===== src/rtl/sat_pkg.sv =====
// Shared definitions for the DPLL solver core.
//   - default variable index width and trace depth
//   - trace entry type encodings and entry struct
//   - backtrack controller state encoding
package sat_pkg;

    localparam int VARIABLE_INDEXES = 8;
    localparam int NUM_VARIABLE     = 128;

    localparam logic TYPE_DECIDE = 1'b0;
    localparam logic TYPE_FORCED = 1'b1;

    typedef struct packed {
        logic                        entry_type;
        logic                        val;
        logic [VARIABLE_INDEXES-1:0] var_idx;
    } trace_entry_t;

    typedef enum logic [2:0] {
        IDLE,
        FLUSH,
        POP,
        FLIP,
        FINISH
    } backtrack_state_e;

endpackage


===== src/rtl/backtrack_unit.sv =====
// Conflict-driven backtrack controller.
// On start: flush the imply stack, pop the trace table down to and including
// the newest decision (unassigning every popped variable), then push the
// flipped decision back as a forced entry and assign it. If the trace runs
// empty first, finish with unsat.
// Ports:
//   clock, reset (async, active low)
//   start                         - begin backtrack, honoured only when idle
//   busy                          - not idle
//   imply_flush                   - one-cycle imply stack clear
//   trace_pop / trace_type/val/var/empty - trace table read side
//   trace_push / push_type/val/var       - trace table write side
//   unassign_valid / unassign_var - clear a variable assignment
//   assign_valid / assign_var/val - write the flipped assignment
//   done / unsat                  - completion pulse and its result
//   pop_count                     - entries popped by the last backtrack
module backtrack_unit
    import sat_pkg::*;
#(
    parameter int VARIABLE_INDEXES = sat_pkg::VARIABLE_INDEXES,
    parameter int NUM_VARIABLE     = sat_pkg::NUM_VARIABLE,
    localparam int PCW             = $clog2(NUM_VARIABLE) + 1
) (
    input  logic                        clock,
    input  logic                        reset,
    input  logic                        start,
    output logic                        busy,
    output logic                        imply_flush,
    output logic                        trace_pop,
    input  logic                        trace_type,
    input  logic                        trace_val,
    input  logic [VARIABLE_INDEXES-1:0] trace_var,
    input  logic                        trace_empty,
    output logic                        trace_push,
    output logic                        push_type,
    output logic                        push_val,
    output logic [VARIABLE_INDEXES-1:0] push_var,
    output logic                        unassign_valid,
    output logic [VARIABLE_INDEXES-1:0] unassign_var,
    output logic                        assign_valid,
    output logic [VARIABLE_INDEXES-1:0] assign_var,
    output logic                        assign_val,
    output logic                        done,
    output logic                        unsat,
    output logic [PCW-1:0]              pop_count
);

    backtrack_state_e            state, state_nxt;
    logic [VARIABLE_INDEXES-1:0] flip_var;
    logic                        flip_val;
    logic                        unsat_q;
    logic                        popping;

    assign popping = (state == POP) && !trace_empty;

    always_ff @(posedge clock or negedge reset) begin
        if (!reset) begin
            state     <= IDLE;
            flip_var  <= '0;
            flip_val  <= 1'b0;
            unsat_q   <= 1'b0;
            pop_count <= '0;
        end else begin
            state <= state_nxt;
            if (state == IDLE && start)
                pop_count <= '0;
            if (popping) begin
                if (pop_count != '1)
                    pop_count <= pop_count + PCW'(1);
                // newest decision: remember it inverted for the FLIP push
                if (trace_type == TYPE_DECIDE) begin
                    flip_var <= trace_var;
                    flip_val <= ~trace_val;
                end
            end
            if (state == POP && trace_empty)
                unsat_q <= 1'b1;
            if (state == FLIP)
                unsat_q <= 1'b0;
        end
    end

    always_comb begin
        state_nxt      = state;
        busy           = (state != IDLE);
        imply_flush    = 1'b0;
        trace_pop      = 1'b0;
        trace_push     = 1'b0;
        push_type      = 1'b0;
        push_val       = 1'b0;
        push_var       = '0;
        unassign_valid = 1'b0;
        unassign_var   = '0;
        assign_valid   = 1'b0;
        assign_var     = '0;
        assign_val     = 1'b0;
        done           = 1'b0;
        unsat          = 1'b0;
        unique case (state)
            IDLE: if (start) state_nxt = FLUSH;
            FLUSH: begin
                imply_flush = 1'b1;
                state_nxt   = POP;
            end
            POP: begin
                if (trace_empty) begin
                    state_nxt = FINISH;
                end else begin
                    trace_pop      = 1'b1;
                    unassign_valid = 1'b1;
                    unassign_var   = trace_var;
                    if (trace_type == TYPE_DECIDE)
                        state_nxt = FLIP;
                end
            end
            FLIP: begin
                // at least one entry was just popped, so the trace has room
                trace_push   = 1'b1;
                push_type    = TYPE_FORCED;
                push_val     = flip_val;
                push_var     = flip_var;
                assign_valid = 1'b1;
                assign_var   = flip_var;
                assign_val   = flip_val;
                state_nxt    = FINISH;
            end
            FINISH: begin
                done      = 1'b1;
                unsat     = unsat_q;
                state_nxt = IDLE;
            end
            default: state_nxt = IDLE;
        endcase
    end

endmodule


===== config.mk =====
export PLATFORM = sky130hd
export DESIGN_NAME = backtrack_unit
export DESIGN_NICKNAME = d
export VERILOG_FILES = /design/src/rtl/sat_pkg.sv /design/src/rtl/backtrack_unit.sv
export SDC_FILE = /design/constraint.sdc
export NUM_CORES = 1
export LEC_CHECK = 0
export CORE_AREA = 8 8 67 69
export CTS_CLUSTER_DIAMETER = 80
export CTS_CLUSTER_SIZE = 40
export DETAILED_ROUTE_END_ITERATION = 6
export DIE_AREA = 0 0 75 77
export PLACE_DENSITY = 0.73
export SETUP_SLACK_MARGIN = 0.4
export SLEW_MARGIN = 10
export SYNTH_ARGS = -nofsm -noshare
export SYNTH_HDL_FRONTEND = slang
export SYNTH_SLANG_ARGS = --single-unit

===== constraint.sdc =====
create_clock -name clock -period 1.3 [get_ports clock]
set_input_delay 0.13 -clock clock [delete_from_list [all_inputs] [get_ports clock]]
set_output_delay 0.13 -clock clock [all_outputs]
set_load 0.05 [all_outputs]

==> impl_results.md, run 1 <==
* Slew @ Worst Pin at 0.271 ns
* Gate count of the mapped netlist at 117
* CP startpoint kind: flip-flop
* Number of design-rule violations left by the first detailed-router iteration at 38
* Core Box Area at 3500 µm²
* Number of vias per cell at 5.05
* Antenna diode instance count at 0
* Die outline width at 75 µm
* Slowest cell on the critical path: dfrtp_2
* Number of buffers inserted for hold repair after clock tree synthesis at 0
* Worst EP arrival at 1.50 ns
* Leading cell types in the layout, fill and taps excluded: 44 x buf_12, 24 x buf_6, 14 x buf_4
* Flip-flop and latch count after synthesis at 21
* Synth area leader: dfrtp_1
* Top cell type's share of synthesized area at 0.446
* Required time of the worst setup path at 1.17 ns
* Worst-skew pair later-pin latency at 0.33 ns
* Highest achievable clock rate at 613 MHz
* Die height at 77 µm
* Filler Cells Inserted at 184
* Worst-path clk slew at 0.13 ns
* Detail Route Antenna Nets at 0
* Setup CP Type: reg2out
* Smallest hold slack at 0.136 ns
* Kind of cell adding the most delay to the critical path: flip-flops
* Weighted congestion reported at the end of routability-driven placement at 0.853
* Area overhead of the layout relative to synthesis at 140%
* Normalized max-slew margin at 0.819
* Setup WS post-layout at -0.331 ns
* Crit path time final at 1.63 ns
* Final Instance Count excl. Fillers at 250
* Count of flip-flops with a built-in enable after synthesis at 0
* Syn avg cell area at 10.1 µm²
* Startpoint of the worst register-to-register path: state[2]
* R2R depth at 6
* Hold Fails Final Rpt at 0
* Share of the clock period used by the worst path after layout at 1.25
* Violations in the final reports: setup timing
* Detailed placer's ending HPWL at 3350 µm
* Number of buffers and inverters on the critical path at 2
* Run status: finished, violations left
* Largest net degree at the start of global routing at 22
* Total number of placement rows at 22
* Worst-path fanout max at 12
* Number of max-slew violations in the final report at 0
* Fin Clk Skew at 0.00209 ns
* Worst ir drop on vdd at 1010 µV
* Most common library cell in the layout ignoring fill and taps: buf_12
* Max Buffers Root-to-Sink at 2
* Vias after detailed routing at 1263
* TritonCTS clock tree: yes
* Router iterations before antenna repair at 4
* Number of ports placed on the die boundary at 57
* Total Routing Usage GR at 0.171
* Maximum level of the CTS H-tree at 1
* Power Density at 1750 nW/µm²
* Capturing element type of the critical path: output port
* Sequential-to-total area share from yosys stat at 0.446
* Distinct cell type count after synthesis at 33
* Fraction of final layout cells sized beyond drive strength 1 at 0.748
* Terminus of the critical flop-to-flop path: flip_var[0]
* Global-route wire length before repair at 7580 µm
* Share of async-settable or async-resettable flops after synthesis at 1.00
* Number of buffers created by CTS at 3
* Wire per inst at 19.9 µm
* Setup repair after global routing missed its margin: true
* Leading post-synthesis cells by cell area: dfrtp_1 45%, buf_4 7.7%, mux2_2 7.7%
* Clock Root Buffer: clkbuf_4
* Number of warnings reported in the yosys synthesis log at 0
* Total nets after synthesis at 132
* Net count reported at finish at 218
* Critical Path, Cell by Cell: nor2b_4 -> buf_6 -> and3_4 -> buf_12
* Remaining DRCs at 0
* Placed instance count at 232
* Initial Utilization at 0.337
* Setup violators final at 54
* Most instantiated flip-flop cell in the synthesis netlist: dfrtp_1
* Overall routed net length at 4980 µm
* Number of antenna violations at the first check in global routing at 0
* Static leakage at 1.19 nW
* Setup slack of the most critical reg-to-reg path at -0.24 ns
* Total Die Area at 5780 µm²
* Count of input and output buffers at 56
* Hold/Removal Path Class: in2async
* Maxcap violations at 0
* Synthesized area at 1180 µm²
* Global route overflow at 0
* Number of global-route vias before repair at 1404
* CP peak stage delay at 0.46 ns
* Clock net sink count at 21
## kinds of logic (layout without fill, tap and decap cells)
kind of cell | count (synthesis) | count (layout) | synth area share
flops | 21 | 21 | 0.446
buf+inv | 18 | 103 | 0.0999
fa+ha+maj | 1 | 1 | 0.0106
compound gates | 19 | 19 | 0.105
simple gates | 47 | 47 | 0.238
xor+xnor | 2 | 2 | 0.0149
mux | 9 | 9 | 0.0850
## registers in the layout, indices dropped and copies added (netlist names)
name and count:
flip_val 1, state 3, flip_var 8, unsat_q 1, pop_count 8
## power by group
part	switching, W	internal, W	total (W)
combinational	0.00166	0.00184	0.00350
sequential	0.000215	0.000889	0.00110
clock	0.000227	0.000116	0.000343
## how the worst max path moves through the flow
stage	start	to	slack, ns	depth (start not counted)
finish	state[2]	push_var[5]	-0.33	4
CTS	state[2]	push_var[5]	-0.30	4
detailed placement	trace_empty	flip_var[4]	-0.30	6
global placement	trace_empty	flip_var[4]	-0.23	6
global route	state[0]	unassign_var[1]	-0.38	6
floorplan	pop_count[1]	pop_count[3]	-0.25	5
## area by class of cell
class	count	area [µm²]	area share
repair buffers	96	1400	0.496
clock inverters	1	5.00	0.00177
inverters	3	18.8	0.00665
flip-flops and latches	21	539	0.191
well taps	48	60.1	0.0213
clock buffers	3	22.5	0.00798
multi-input cells	78	776	0.275
## per-stage QoR
step	utilization	setup WS (ns)	power (W)	TNS (ns)	area, µm²
finish	0.807	-0.331	0.00494	-13.98	2820
global route	0.807	-0.377	0.00515	-16.30	2820
CTS	0.772	-0.304	0.00467	-12.03	2700
detailed placement	0.715	-0.298	0.00408	-5.72	2500
global placement	0.715	-0.228	0.00398	-4.35	2500
floorplan	-	-0.253	0.00283	-3.55	1480
## cells in the mapped netlist (2+ instances only)
master and count:
mux2_2 8, xnor2_1 2, o21ai_0 8, a21oi_1 5, nand2_1 4, nor3b_1 2
nor2_1 5, nand3_1 6, and3_1 8, nand4_1 2, and2_1 10, inv_1 2
buf_4 12, dfrtp_1 21, nor3_1 2, clkbuf_1 3
## metal layers
layer / vias to the layer above / part of all wire / track usage
met4: 0 / 0.036 / 0.108
met3: 11 / 0.078 / 0.0481
met2: 53 / 0.53 / 0.299
li1: 565 / - / -
met5: - / 0 / 0
met1: 634 / 0.36 / 0.167
## what timing repair did
item | 4_1_cts | 5_1_grt
setup buffers | 7 | 7
setup endpoints to repair | 64 | 64
pin swaps | 8 | 11
resized for setup | 35 | 18
gates cloned | 0 | 0
No activity file was read; power rests on OpenSTA's default activity.
==> run 2, diff against run 1 <==
--- a/config.mk
+++ b/config.mk
@@ -5,12 +5,13 @@
 export SDC_FILE = /design/constraint.sdc
 export NUM_CORES = 1
 export LEC_CHECK = 0
-export CORE_AREA = 8 8 67 69
+export CORE_AREA = 8 8 65 67
+export CTS_BUF_LIST = sky130_fd_sc_hd__clkbuf_4
 export CTS_CLUSTER_DIAMETER = 80
 export CTS_CLUSTER_SIZE = 40
 export DETAILED_ROUTE_END_ITERATION = 6
-export DIE_AREA = 0 0 75 77
-export PLACE_DENSITY = 0.73
+export DIE_AREA = 0 0 73 75
+export PLACE_DENSITY = 0.78
 export SETUP_SLACK_MARGIN = 0.4
 export SLEW_MARGIN = 10
 export SYNTH_ARGS = -nofsm -noshare
==> impl_results.md, run 2 (synthesis gave the netlist of run 1 again) <==
* Net switching power of the design at 0.00216 W (+3.0%)
* Number of antenna violations at the first check in global routing at 0 (unchanged)
* Worst-path fanout max at 5 (-7)
* Comb pwr share at 0.710 (+0.003)
* Net count reported at finish at 218 (unchanged)
* Required time of the worst setup path at 1.17 ns (about the same)
* Normalized max-slew margin at 0.821 (+0.00218)
* Die outline width at 73 µm (-2.7%)
* Weighted congestion reported at the end of routability-driven placement at 0.870 (+2.0%)
* Violations in the final reports: setup timing
* Startpoint of the worst register-to-register path: state[2]
* Detail Route Antenna Nets at 0 (unchanged)
* Setup slack of the most critical reg-to-reg path at -0.33 ns (-0.09 ns)
* Core Box Area at 3230 µm² (-7.6%)
* Total Routing Usage GR at 0.194 (+0.0229)
* Clock net sink count at 21 (unchanged)
* Setup repair after global routing missed its margin: true
* Run status: finished, violations left
* Maximum level of the CTS H-tree at 1 (unchanged)
* Largest net degree at the start of global routing at 22 (unchanged)
* Largest regs: flip_var x8, pop_count x8, state x3
* Kind of cell adding the most delay to the critical path: flip-flops
* Overall routed net length at 5240 µm (+5.1%)
* Setup WS post-layout at -0.345 ns (-0.0142 ns)
* Initial Utilization at 0.364 (+0.0275)
* Maxcap violations at 0 (unchanged)
* Crit path time final at 1.64 ns (+0.0142 ns)
* Remaining DRCs at 0 (unchanged)
* TritonCTS clock tree: yes
* Antenna diode instance count at 0 (unchanged)
* Clock network power share at 0.069 (about the same)
* Share of the clock period used by the worst path after layout at 1.27 (+0.0109)
* Count of input and output buffers at 56 (unchanged)
* Placement-stage cell area at 2490 µm² (-0.50%)
* Filler Cells Inserted at 125 (-32%)
* Worst-skew pair later-pin latency at 0.32 ns (about the same)
* Critical Path, Cell by Cell: nor2b_4 -> nand2_4 -> inv_8 -> clkbuf_16 -> and2_4 -> buf_12
* Hold/Removal Path Class: in2async
* Static leakage at 1.21 nW (+1.5%)
* Number of global-route vias before repair at 1379 (-1.8%)
* Capturing element type of the critical path: output port
* Worst EP arrival at 1.51 ns (about the same)
* Switching part of the total power at 0.426 (+0.00121)
* Die height at 75 µm (-2.6%)
* Highest achievable clock rate at 608 MHz (-0.86%)
* Number of vias per cell at 5.13 (+1.4%)
* Smallest hold slack at 0.144 ns (+0.00768 ns)
* Worst-path clk slew at 0.12 ns (about the same)
* Detailed placer's ending HPWL at 3440 µm (+2.6%)
* Setup violators final at 54 (unchanged)
* Leading cell types in the layout, fill and taps excluded: 45 x buf_12, 22 x buf_6, 14 x buf_4
* Total number of placement rows at 21 (-4.5%)
* Terminus of the critical flop-to-flop path: flip_var[6]
* Fraction of final layout cells sized beyond drive strength 1 at 0.738 (-0.00990)
* Worst ir drop on vdd at 1320 µV (+30%)
* Slew @ Worst Pin at 0.268 ns (-0.00326 ns)
* Area overhead of the layout relative to synthesis at 141%
* Global-route wire length before repair at 7770 µm (+2.5%)
* Power Density at 1790 nW/µm² (+2.4%)
* Most common library cell in the layout ignoring fill and taps: buf_12
* Design area at 2830 µm² (+0.35%)
* Worst setup path startpoint: state[2]
* Vias after detailed routing at 1271 (+0.63%)
* R2R depth at 7 (+1)
* Number of design-rule violations left by the first detailed-router iteration at 58 (+53%)
* Clock Root Buffer: clkbuf_4
* Number of buffers created by CTS at 3 (unchanged)
* Number of max-slew violations in the final report at 0 (unchanged)
* CP peak stage delay at 0.46 ns (about the same)
* Max Buffers Root-to-Sink at 2 (unchanged)
* Setup CP Type: reg2out
* Router iterations before antenna repair at 4 (unchanged)
* Number of buffers and inverters on the critical path at 3 (+1)
* Fin Clk Skew at 0.00596 ns (+0.00388 ns)
* Slowest cell on the critical path: dfrtp_2
* Global route overflow at 0 (unchanged)
* Wire per inst at 21.1 µm (+6.0%)
* Int Power at 0.00291 W (+2.5%)
* Total Die Area at 5480 µm² (-5.2%)
* Hold Fails Final Rpt at 0 (unchanged)
* CP startpoint kind: flip-flop
* Number of ports placed on the die boundary at 57 (unchanged)
* Sequential share of power at 0.220 (-0.003)
## run 2: changes by cell type in the layout (fill, tap and decap cells not counted), sizes merged
cell    delta
inv        +1
clkinv     -2
buf        -1
clkbuf     +2
## run 2: final cells by class
cell class	instances	area [µm²]	share of cell area
timing repair buffer	96	1420	0.503
multi-input combinational	78	761	0.269
sequential	21	539	0.190
tap	46	57.6	0.0203
clock buffer	4	30.0	0.0106
inverter	3	21.3	0.00751
## run 2: worst register-to-register path, delay by kind of cell (launching register included)
family | cells | cell delay (ns)
mux | 1 | 0.31
flops | 1 | 0.46
simple gates | 3 | 0.36
buf+inv | 3 | 0.41
## run 2: how the worst max path moves through the flow
stage	end	slack (ns)	cells after the start
floorplan	pop_count[3]	-0.25	5
global placement	flip_var[2]	-0.23	6
detailed placement	flip_var[4]	-0.29	6
CTS	unassign_var[7]	-0.28	6
global route	unassign_var[2]	-0.38	6
finish	unassign_var[2]	-0.34	6
## run 2: layer usage
layer | global-route usage | up-vias | wire [µm]
li1 | - | 568 | -
met1 | 0.186 | 627 | 1920
met2 | 0.365 | 59 | 2770
met3 | 0.0506 | 17 | 336
met4 | 0.113 | 0 | 207
met5 | 0 | - | 0
## run 2: power groups by stage
stage	Combinational, W	Sequential (W)	Clock (W)
5_1_grt	0.00376	0.00113	0.000386
4_1_cts	0.00326	0.00109	0.000339
3_5_place_dp	0.00300	0.00110	0
3_3_place_gp	0.00290	0.00106	0
2_1_floorplan	0.00164	0.00119	0
6_report	0.00361	0.00112	0.000351
## run 2: repair_timing
| action | in CTS | in global routing |
|---|---|---|
| buffers inserted | 9 | 7 |
| pin swaps | 16 | 13 |
| hold buffers | 0 | 0 |
| hold endpoints to repair | 0 | 0 |
| resized for setup | 25 | 24 |
| cloned | 0 | 1 |
| setup endpoints to repair | 64 | 64 |
## run 2: stage by stage
step,setup TNS (ns),instances,setup slack [ns],power [W],utilization
after floorplan,-3.55,117,-0.253,0.00283,-
after global placement,-4.41,227,-0.229,0.00397,0.769
after detailed placement,-5.87,227,-0.293,0.00410,0.769
after CTS,-11.07,240,-0.283,0.00469,0.827
after global routing,-17.35,248,-0.382,0.00528,0.877
final,-15.14,248,-0.345,0.00508,0.877
==> run 3, diff against run 2 <==
--- a/config.mk
+++ b/config.mk
@@ -5,13 +5,14 @@
 export SDC_FILE = /design/constraint.sdc
 export NUM_CORES = 1
 export LEC_CHECK = 0
-export CORE_AREA = 8 8 65 67
+export CORE_AREA = 8 8 56 58
 export CTS_BUF_LIST = sky130_fd_sc_hd__clkbuf_4
 export CTS_CLUSTER_DIAMETER = 80
 export CTS_CLUSTER_SIZE = 40
 export DETAILED_ROUTE_END_ITERATION = 6
-export DIE_AREA = 0 0 73 75
-export PLACE_DENSITY = 0.78
+export DIE_AREA = 0 0 64 66
+export DONT_BUFFER_PORTS = 1
+export PLACE_DENSITY = 0.71
 export SETUP_SLACK_MARGIN = 0.4
 export SLEW_MARGIN = 10
 export SYNTH_ARGS = -nofsm -noshare
==> impl_results.md, run 3 <==
* Number of ports placed on the die boundary at 57 (unchanged)
* Clock Root Buffer: clkbuf_4
* Share of async-settable or async-resettable flops after synthesis at 1.00 (unchanged)
* Total number of placement rows at 18 (-14%)
* Run Error: [ERROR DPL-0033] detailed placement checks failed during check placement.
* Post CTS Setup Buffer Count at 11 (+2)
* Total of cells resized after clock tree synthesis at 59 (+140%)
* Top cell type's share of synthesized area at 0.446 (unchanged)
* Flip-flop and latch count after synthesis at 21 (unchanged)
* Run status: stopped before the end
* Most instantiated flip-flop cell in the synthesis netlist: dfrtp_1
* Fail Step: clock tree synthesis
* Placement-stage cell area at 1840 µm² (-26%)
* Die height at 66 µm (-12%)
* Number of buffers created by CTS at 3 (unchanged)
* Maximum level of the CTS H-tree at 1 (unchanged)
* Distinct cell type count after synthesis at 33 (unchanged)
* Post-place setup slack at -0.106 ns (+0.187 ns)
* Number of warnings reported in the yosys synthesis log at 0 (unchanged)
* Most used standard cell by instance count after synthesis: dfrtp_1
* Number of buffers inserted for hold repair after clock tree synthesis at 12 (+12)
* Syn avg cell area at 10.1 µm² (unchanged)
* Count of input and output buffers at 0 (-100%)
* Leading post-synthesis cells by cell area: dfrtp_1 45%, buf_4 7.7%, mux2_2 7.7%
* Most frequent cells after synthesis: 21 x dfrtp_1, 12 x buf_4, 10 x and2_1
* Total nets after synthesis at 132 (unchanged)
* Detailed placer's ending HPWL at 2620 µm (-24%)
* Synthesized area at 1180 µm² (unchanged)
* Initial Utilization at 0.508 (+0.143)
* Clock net sink count at 21 (unchanged)
* Gate count of the mapped netlist at 117 (unchanged)
* Die outline width at 64 µm (-12%)
* Count of flip-flops with a built-in enable after synthesis at 0 (unchanged)
* Max Buffers Root-to-Sink at 2 (unchanged)
* Sequential-to-total area share from yosys stat at 0.446 (unchanged)
* Synth area leader: dfrtp_1
* Weighted congestion reported at the end of routability-driven placement at 0.805 (-7.5%)
run 3: through the flow:
| stage | utilization | cells |
|---|---|---|
| after floorplan | - | 117 |
| after global placement | 0.793 | 177 |
| after detailed placement | 0.793 | 177 |
run 3: logic make-up after synthesis:
group / Yosys count / share of synthesized area
AOI/OAI and AO/OA: 19 / 0.105
xor gates and xnor gates: 2 / 0.0149
adders and majority gates: 1 / 0.0106
and+or+nand+nor: 47 / 0.238
buffers and inverters: 18 / 0.0999
muxes: 9 / 0.0850
DFF: 21 / 0.446
==> run 4, diff against run 3 <==
==> config.mk (replaced) <==
export PLATFORM = sky130hd
export DESIGN_NAME = backtrack_unit
export DESIGN_NICKNAME = d
export VERILOG_FILES = /design/src/rtl/sat_pkg.sv /design/src/rtl/backtrack_unit.sv
export SDC_FILE = /design/constraint.sdc
export NUM_CORES = 1
export LEC_CHECK = 0
export CORE_AREA = 8 8 69 71
export DETAILED_ROUTE_END_ITERATION = 6
export DIE_AREA = 0 0 77 79
export DONT_BUFFER_PORTS = 1
export PLACE_DENSITY_LB_ADDON = 0.15
export SLEW_MARGIN = 10
export SYNTH_ARGS = -nofsm -noshare
export SYNTH_HDL_FRONTEND = slang
export SYNTH_SLANG_ARGS = --single-unit
==> constraint.sdc (replaced) <==
create_clock -name clock -period 1.7 [get_ports clock]
set_input_delay 0.17 -clock clock [delete_from_list [all_inputs] [get_ports clock]]
set_output_delay 0.17 -clock clock [all_outputs]
set_load 0.05 [all_outputs]
==> impl_results.md, run 4 (synthesis gave the netlist of run 1 again) <==
* Switching part of the total power at 0.475
* Setup slack of the most critical reg-to-reg path at 0.13 ns
* Clock network power share at 0.132
* Detailed placer's ending HPWL at 2320 µm (-11%)
* Kind of cell adding the most delay to the critical path: simple AND/OR/NAND/NOR gates
* Total Routing Usage GR at 0.102
* Met1 track utilization from global routing at 0.110
* Maxcap violations at 0
* Post-route setup TNS at 0 ns
* Die outline width at 77 µm (+20%)
* Remaining DRCs at 0
* Share of the clock period used by the worst path after layout at 0.951
* Weighted congestion reported at the end of routability-driven placement at 0.799 (-0.80%)
* Router iterations before antenna repair at 4
* Max Buffers Root-to-Sink at 2 (unchanged)
* Required time of the worst setup path at 1.53 ns
* Area overhead of the layout relative to synthesis at 33.7%
* Power Density at 1580 nW/µm²
* Number of antenna violations at the first check in global routing at 0
* Sequential share of power at 0.315
* Hold/Removal Path Class: in2reg
* Crit path time final at 1.62 ns
* Static leakage at 0.725 nW
* Layer with the highest usage: met2
* Setup repair after global routing missed its margin: true
* Number of buffers created by CTS at 3 (unchanged)
* Normalized max-slew margin at 0.349
* Slowest cell on the critical path: dfrtp_1
* TritonCTS clock tree: yes
* Number of max-slew violations in the final report at 0
* Worst ir drop on vdd at 545 µV
* Fraction of final layout cells sized beyond drive strength 1 at 0.518
* CP peak stage delay at 0.43 ns
* Worst-skew pair later-pin latency at 0.26 ns
* Met3 capacity usage during global routing at 0.0485
* Leading cell types in the layout, fill and taps excluded: 19 x buf_4, 17 x dfrtp_1, 9 x and3_2, 9 x buf_12
* Initial Utilization at 0.310 (-0.198)
* Run status: finished clean
* Highest achievable clock rate at 618 MHz
* Hold Fails Final Rpt at 0
* Setup CP Type: reg2out
* Post-place setup slack at 0.0207 ns (+0.127 ns)
* Maximum level of the CTS H-tree at 1 (unchanged)
* Number of buffers and inverters on the critical path at 1
* Worst-path clk slew at 0.08 ns
* Critical Path, Cell by Cell: nor2_2 -> nand2_4 -> clkinv_4 -> and2_2
* Total Die Area at 6080 µm²
* GR Layer Usage met2 at 0.179
* Int Power at 0.00130 W
* Number of global-route vias before repair at 970
* Placement-stage cell area at 1490 µm² (-19%)
* Net count reported at finish at 153
* Worst-path fanout max at 16
* Global-route wire length before repair at 5020 µm
* Setup violators final at 0
* Overall routed net length at 2960 µm
* Antenna diode instance count at 0
* Net switching power of the design at 0.00118 W
* Number of vias per cell at 4.74
* Total number of placement rows at 23 (+5)
* Capturing element type of the critical path: output port
* Largest regs: flip_var x8, pop_count x8, state x3
* Clock net sink count at 21 (unchanged)
* Worst EP arrival at 1.45 ns
* Detail Route Antenna Nets at 0
* Fin Clk Skew at 0.00361 ns
* Clock Root Buffer: clkbuf_8
* Global route overflow at 0
* Count of input and output buffers at 0 (unchanged)
* Comb pwr share at 0.553
* Core Box Area at 3800 µm²
* CP startpoint kind: flip-flop
* Number of design-rule violations left by the first detailed-router iteration at 18
* Most common library cell in the layout ignoring fill and taps: buf_4
* Number of ports placed on the die boundary at 57 (unchanged)
* Wire per inst at 15.8 µm
* Design area at 1570 µm²
* Slew @ Worst Pin at 0.973 ns
* Setup WS post-layout at 0.0826 ns
* Die height at 79 µm (+20%)
* Largest net degree at the start of global routing at 22
* Vias after detailed routing at 887
==> run 4: layer usage <==
| layer | up-vias | part of all wire |
|---|---|---|
| met2 | 31 | 0.51 |
| met3 | 2 | 0.089 |
| met1 | 423 | 0.39 |
| met4 | 0 | 0.0057 |
| met5 | - | 0 |
| li1 | 431 | - |
==> run 4: repair_timing <==
item,4_1_cts,5_1_grt
setup endpoints to repair,8,40
gates resized for setup,0,3
endpoints found under the hold margin,23,0
hold buffers,3,0
pin swaps,0,0
setup buffers,0,0
==> run 4: final cells by class <==
class | count | area (µm²)
fillers | 391 | 2220
multi-input cells | 78 | 567
flip-flops and latches | 21 | 531
repair buffers | 31 | 353
well taps | 50 | 62.6
clock buffers | 4 | 45.0
inverters | 3 | 16.3
==> run 4: path summary, 6_finish.rpt <==
| kind | from | end | cells past startpoint |
|---|---|---|---|
| setup reg to reg | state[0] | flip_var[5] | 4 |
| setup / recovery | state[0] | unassign_var[1] | 4 |
| hold / removal | trace_var[4] | flip_var[4] | 1 |
| min in group asynchronous | reset | pop_count[7] | 1 |
| max in group asynchronous | reset | state[2] | 1 |
| hold reg to reg | flip_var[0] | flip_var[0] | 1 |
==> run 4: per-stage QoR <==
stage	std cells	total power (W)	hold WS, ns	utilization
5_1_grt	187	0.00265	0.0381	0.414
3_3_place_gp	180	0.00214	-0.125	0.393
3_5_place_dp	180	0.00216	-0.125	0.393
6_report	187	0.00248	0.0583	0.414
2_1_floorplan	117	0.00183	-0.126	-
4_1_cts	187	0.00251	0.0499	0.413
==> run 4: power by group through the flow <==
stage / clock (W) / sequential [W] / combinational [W]
finish: 0.000328 / 0.000782 / 0.00137
global route: 0.000371 / 0.000809 / 0.00147
CTS: 0.000347 / 0.000778 / 0.00139
detailed placement: 0 / 0.000788 / 0.00137
global placement: 0 / 0.000782 / 0.00135
floorplan: 0 / 0.000864 / 0.000963
